<file path="src/rtl/jk_drive_encoder.sv">
// Target-state FIFO that emits per-lane J/K pairs, so the downstream JK flops reach each popped target.
// A shadow copy of the downstream Q is used to choose hold/set/clear/toggle per lane.
module jk_drive_encoder #(
    parameter int WIDTH         = 4,
    parameter int DEPTH         = 4,
    parameter bit PREFER_TOGGLE = 1'b0
) (
    input  logic                       clk,
    input  logic                       r,
    input  logic [WIDTH-1:0]           in_data,
    input  logic                       in_valid,
    output logic                       in_ready,
    input  logic                       adv,
    input  logic                       flop_clr,
    output logic [WIDTH-1:0]           j,
    output logic [WIDTH-1:0]           k,
    output logic [WIDTH-1:0]           q_model,
    output logic                       empty,
    output logic                       full,
    output logic [$clog2(DEPTH):0]     count
);

    localparam int AW = $clog2(DEPTH);
    localparam int CW = AW + 1;

    logic [WIDTH-1:0] mem [DEPTH];
    logic [AW-1:0]    wr_ptr_reg;
    logic [AW-1:0]    rd_ptr_reg;
    logic [CW-1:0]    count_reg;
    logic [WIDTH-1:0] q_reg;

    logic             push;
    logic             pop;
    logic [WIDTH-1:0] head;

    assign full     = (count_reg == CW'(DEPTH));
    assign empty    = (count_reg == '0);
    assign in_ready = ~full & ~r;
    assign push     = in_valid & in_ready;
    // Reset also masks pop so the flops see hold while the encoder is being cleared.
    assign pop      = adv & ~empty & ~r;
    assign head     = mem[rd_ptr_reg];

    assign count   = count_reg;
    assign q_model = q_reg;

    generate
        for (genvar gi = 0; gi < WIDTH; gi++) begin : g_lane
            logic set_bit;
            logic clr_bit;
            assign set_bit = head[gi] & ~q_reg[gi];
            assign clr_bit = ~head[gi] & q_reg[gi];
            assign j[gi]   = pop & (set_bit | (PREFER_TOGGLE & clr_bit));
            assign k[gi]   = pop & (clr_bit | (PREFER_TOGGLE & set_bit));
        end
    endgenerate

    always_ff @(posedge clk) begin
        if (push) begin
            mem[wr_ptr_reg] <= in_data;
        end
    end

    // Pointers are AW bits wide, so DEPTH being a power of two gives the wrap for free.
    always_ff @(posedge clk) begin
        if (r) begin
            wr_ptr_reg <= '0;
            rd_ptr_reg <= '0;
            count_reg  <= '0;
            q_reg      <= '0;
        end else begin
            if (push) begin
                wr_ptr_reg <= wr_ptr_reg + AW'(1);
            end
            if (pop) begin
                rd_ptr_reg <= rd_ptr_reg + AW'(1);
            end
            case ({push, pop})
                2'b10:   count_reg <= count_reg + CW'(1);
                2'b01:   count_reg <= count_reg - CW'(1);
                default: count_reg <= count_reg;
            endcase
            if (flop_clr) begin
                q_reg <= '0;
            end else if (pop) begin
                q_reg <= head;
            end
        end
    end

endmodule

</file>
<file path="config.mk">
export PLATFORM = sky130hd
export DESIGN_NAME = jk_drive_encoder
export DESIGN_NICKNAME = d
export VERILOG_FILES = /design/src/rtl/jk_drive_encoder.sv
export SDC_FILE = /design/constraint.sdc
export NUM_CORES = 1
export LEC_CHECK = 0
export BUFFER_PORTS_ARGS = -buffer_cell sky130_fd_sc_hd__clkbuf_2
export CORE_ASPECT_RATIO = 1.5
export CORE_UTILIZATION = 35
export CTS_BUF_LIST = sky130_fd_sc_hd__clkbuf_8
export DETAILED_ROUTE_END_ITERATION = 8
export GPL_ROUTABILITY_DRIVEN = 0
export GPL_TIMING_DRIVEN = 0
export PLACE_DENSITY_LB_ADDON = 0.3
export RECOVER_POWER = 50
export SYNTH_ARGS = -nofsm -noshare
export SYNTH_HDL_FRONTEND = slang
export SYNTH_SLANG_ARGS = --single-unit
export TNS_END_PERCENT = 10
</file>
<file path="constraint.sdc">
create_clock -name clk -period 5.8 [get_ports clk]
set_clock_uncertainty 0.2 [all_clocks]
set_input_delay 1.16 -clock clk [delete_from_list [all_inputs] [get_ports clk]]
set_output_delay 1.16 -clock clk [all_outputs]
set_load 0.02 [all_outputs]
</file>
After elaboration in Yosys (flattened, before gate mapping) --
Memory sizes are Yosys's and may differ from the RTL's. A register that Yosys moved wholly into a read port is not among the register bits. Index checks and enable logic that the tools add are counted.
Word-level totals: word-level logic and storage cells 51, output and inout port bits 18, memory bits (writable) 16, memories kept 1, register bits after elaboration 11, input port bits 9
Cells by class: add/subtract/negate cells 4, eq/ne operators 3, muxes and demuxes 5, bitwise logic cells 31, reductions and logical operators 3
Memories:
- mem | depth 4, width 4, read ports 1, clocked after Yosys merged registers in 1, wr ports 1, line 26 | logic [WIDTH-1:0] mem [DEPTH];
Operator list (count):
- AND 1 bit | 20
- NOT 1 bit | 11
- case mux 3 bit (2 select lines) | 1
- adder 2 x 1 -> 2 bit, second input constant | 2
- two-way mux 2 bit | 2
- adder 3 x 1 -> 3 bit, second input constant | 1
- == test 3 bit, second input constant | 1
- zero test 3 bit | 1
- subtractor 3 x 1 -> 3 bit, second input constant | 1
- == test 2 x 1 -> 1 bit, second input constant | 1
- == test 2 bit, second input constant | 1
- two-way mux 1 bit | 2
- nonzero test 2 bit | 1
- OR reduction 2 bit | 1

Depth between registers and ports, before layout --
word-level depth 6, gate-level depth with buffers 9

Worst setup path before layout --
No wires, ideal clock.
path type input-to-output, from input adv, to output k[0], path slack 2.421 ns, arrival time 2.019 ns, stages 3, required time 4.440 ns, path through o31a_2 -> nand2_1 -> nor3b_1
On the way: cells in the longest elaborated chain, start to end 3
Ends and longest elaborated chain:
- start, declared | line 13 | input logic adv,
- AND 1 bit (2 in series) | line 41 | assign pop = adv & ~empty & ~r;
- AND 1 bit | line 54 | assign k[gi] = pop & (clr_bit | (PREFER_TOGGLE & set_bit));
- end, declared | line 16 | output logic [WIDTH-1:0] k,
No other way between the ends.

Final worst setup path --
from input r, to output k[0]
On the way: cells in the longest elaborated chain, start to end 3
Ends and longest elaborated chain:
- start, declared | line 9 | input logic r,
- NOT 1 bit | line 41
- AND 1 bit | line 41
- AND 1 bit | line 54
No other way between the ends.

==> results.cfg <==
[route]
dr.pass1.iters = 4
drc = 0
ant_nets = 0
routedWlPerCell_microns = 13.2
drt_iter0_drc = 14
drt-total-wl_mm = 2.33
vias = 867
routed_via_density = 4.93

[clock_tree]
clk_pin_slew_worst_paths_ns = 0.06
cts_buffer_depth = 2
cts_setup_buffers = 0
cts_buffers = 5
clk_latency_ns = 0.28
cts-root-buf = clkbuf_8
ctsHoldBuffers = 0
cts_resized = 0
ctsHtreeMaxLevel = 2
cts_tree = done
clock_sinks = 29

[global_route]
grt_pass1_wl_mm = 3.93
grt_max_degree = 12
grt_pass1_vias = 848
grt_usage_pct = 14.0
antenna_found_initial = 0
gr-total-overflow = 0

[worst_hold_path]
holdPathStages = 2
min-delay-start = q_model[0]$_SDFFE_PP0P_
hp-class = reg2reg
worstHoldEndpoint = q_model[0]$_SDFFE_PP0P_

[sta]
tightest_slew_ns = 0.857
finalHoldViolCount = 0
slew_headroom_pct = 42.7
finalSetupViolations = 0
finalMaxSlewViolations = 0
setup_tns_ns = 0
max_freq_mhz = 287
rsz0062_at_grt = false
finalCriticalPeriod_ns = 3.48
fin_hold_ws_ns = 0.309
period_share_pct = 60.0
setup_slack_ns = 2.32

[logic_synthesis]
synth-edff-count = 16
avgSynthCellArea_sq_um = 13.0
yosys.area_share.adder_pct = 6.36
syn-num-nets = 115
synth_top_family_by_area = simple AND/OR/NAND/NOR gates
synth_top_area_share_pct = 37.0
yosys.area_share.simple_pct = 15.4
synth_compound_area_share_pct = 6.75
synth_cells = 100
yosys_register_bits = 29
ys_top_cells_by_area = edfxtp_1 (37%), dfxtp_1 (20%), ha_1 (4.8%)
ys_async_sr_fraction_pct = 0
synth_area_leader_cell = edfxtp_1
netlist_area_sq_mm = 0.00130
ys_seq_area_share_pct = 57.1
muxShareOfSynthArea_pct = 9.45
synth_commonest_cells = edfxtp_1 (16), dfxtp_1 (13), nor2_1 (11), inv_1 (9), a21oi_1 (7)
synth-xor-area-share_pct = 2.03
ys.warnings.count = 0
synth_cell_type_count = 26
synth_most_common_cell = edfxtp_1
synth_flop_cell = edfxtp_1

[floorplanning]
start_util_pct = 37.3
die_w_microns = 51.7
core_area_sq_mm = 0.00348
die_height_microns = 76.6
die_area_sq_mm = 0.00396
fp-row-count = 26
num_io_pins = 27

[worst_setup_path]
timing.rr.end = count[2]$_SDFFE_PP0P_
arrival_ns = 2.12
regToRegStartpoint = count[0]$_SDFFE_PP0P_
crit_type = in2out
ff2ff_path_depth = 9
ff2ff_setup_slack_ns = 3.06
crit_path_end_kind = output pin
worstPathRequired_ns = 4.44
critPathLaunchType = primary input
crit_fanout = 6
worstSetupStartpoint = r

[final_layout]
drive_gt1_share_pct = 29.9
largest_register_ff_count = 16
diodes = 0
nNetsFinal = 148
area_delta_synth_final_pct = 19.6
fin_cells = 176
fill_cells = 330
finalInstanceArea_sq_mm = 0.00155

[placed_design]
placedCellCount = 168
io_buffer_count = 26
place_hpwl_mm = 1.86
pre_cts_slack_ns = 2.31
post_dp_cell_area_sq_mm = 0.00148

[power]
power.leakage_nw = 0.576
peakVddDrop_mv = 0.206
p_per_area_mw_per_mm2 = 304

[outcome]
outcome = completed

[flow_run]
maxCapViolCount = 0
==> how the worst max path moves through the flow <==
stage,end,slack (ns),cells past startpoint
after global routing,k[3],2.24,5
after floorplan,k[0],2.42,3
final,k[0],2.32,5
after detailed placement,k[0],2.31,5
after CTS,k[0],2.31,5
after global placement,k[3],2.32,5
==> area by class of cell <==
cell class / instances / area, sq um / area share [%]
buffer: 1 / 3.75 / 0.242
clock buffer: 5 / 68.8 / 4.44
clock inverter: 3 / 22.5 / 1.45
inverter: 9 / 33.8 / 2.18
multi-input combinational: 61 / 505 / 32.6
sequential: 29 / 741 / 47.7
tap: 42 / 52.6 / 3.39
timing repair buffer: 26 / 124 / 7.98
==> cells in the final DEF (no fill, tap or decap), types with 2 or more instances in the layout <==
cell type	count
clkbuf_2	21
edfxtp_1	16
dfxtp_1	13
nor2_1	11
inv_1	9
a21oi_1	7
clkbuf_1	6
o21ai_0	6
ha_1	5
clkbuf_8	5
nand3_1	4
nor3b_1	3
clkinvlp_4	3
nand2_1	2
and2_2	2
mux4_2	2
mux4_1	2
nor3b_2	2
and2_0	2
or3_1	2
xor2_1	2
==> layer usage <==
metal	global-route usage [%]	up-vias	wire, microns
li1	-	423	-
met1	14.4	413	871
met2	23.4	25	1270
met3	5.99	6	128
met4	7.30	0	58
met5	0	-	0
==> cells by family after synthesis <==
logic type               Yosys count
AO/OA/AOI/OAI                     15
XOR/XNOR                           3
adder cells (fa/ha/maj)            6
buffers and inverters             10
flip-flops                        29
multiplexers                       6
AND/OR/NAND/NOR                   31
==> worst max-delay path, cell delays in order <==
cell	delay, ns
clkbuf_1	0.15
inv_1	0.19
nand2_1	0.20
nor3b_1	0.22
clkbuf_2	0.20
==> metrics by stage <==
| stage | power [W] | utilization, % |
|---|---|---|
| after detailed placement | 0.000314 | 42.5 |
| after floorplan | 0.000291 | - |
| after CTS | 0.000480 | 45.1 |
| after global routing | 0.000497 | 44.6 |
| after global placement | 0.000309 | 42.5 |
| final | 0.000472 | 44.6 |
==> where the power goes <==
group          internal, W  switching [W]
logic            0.0000281      0.0000385
clock network    0.0000839      0.0000806
registers         0.000228      0.0000122
total             0.000340       0.000131
Power figures use the tool's default switching activity.
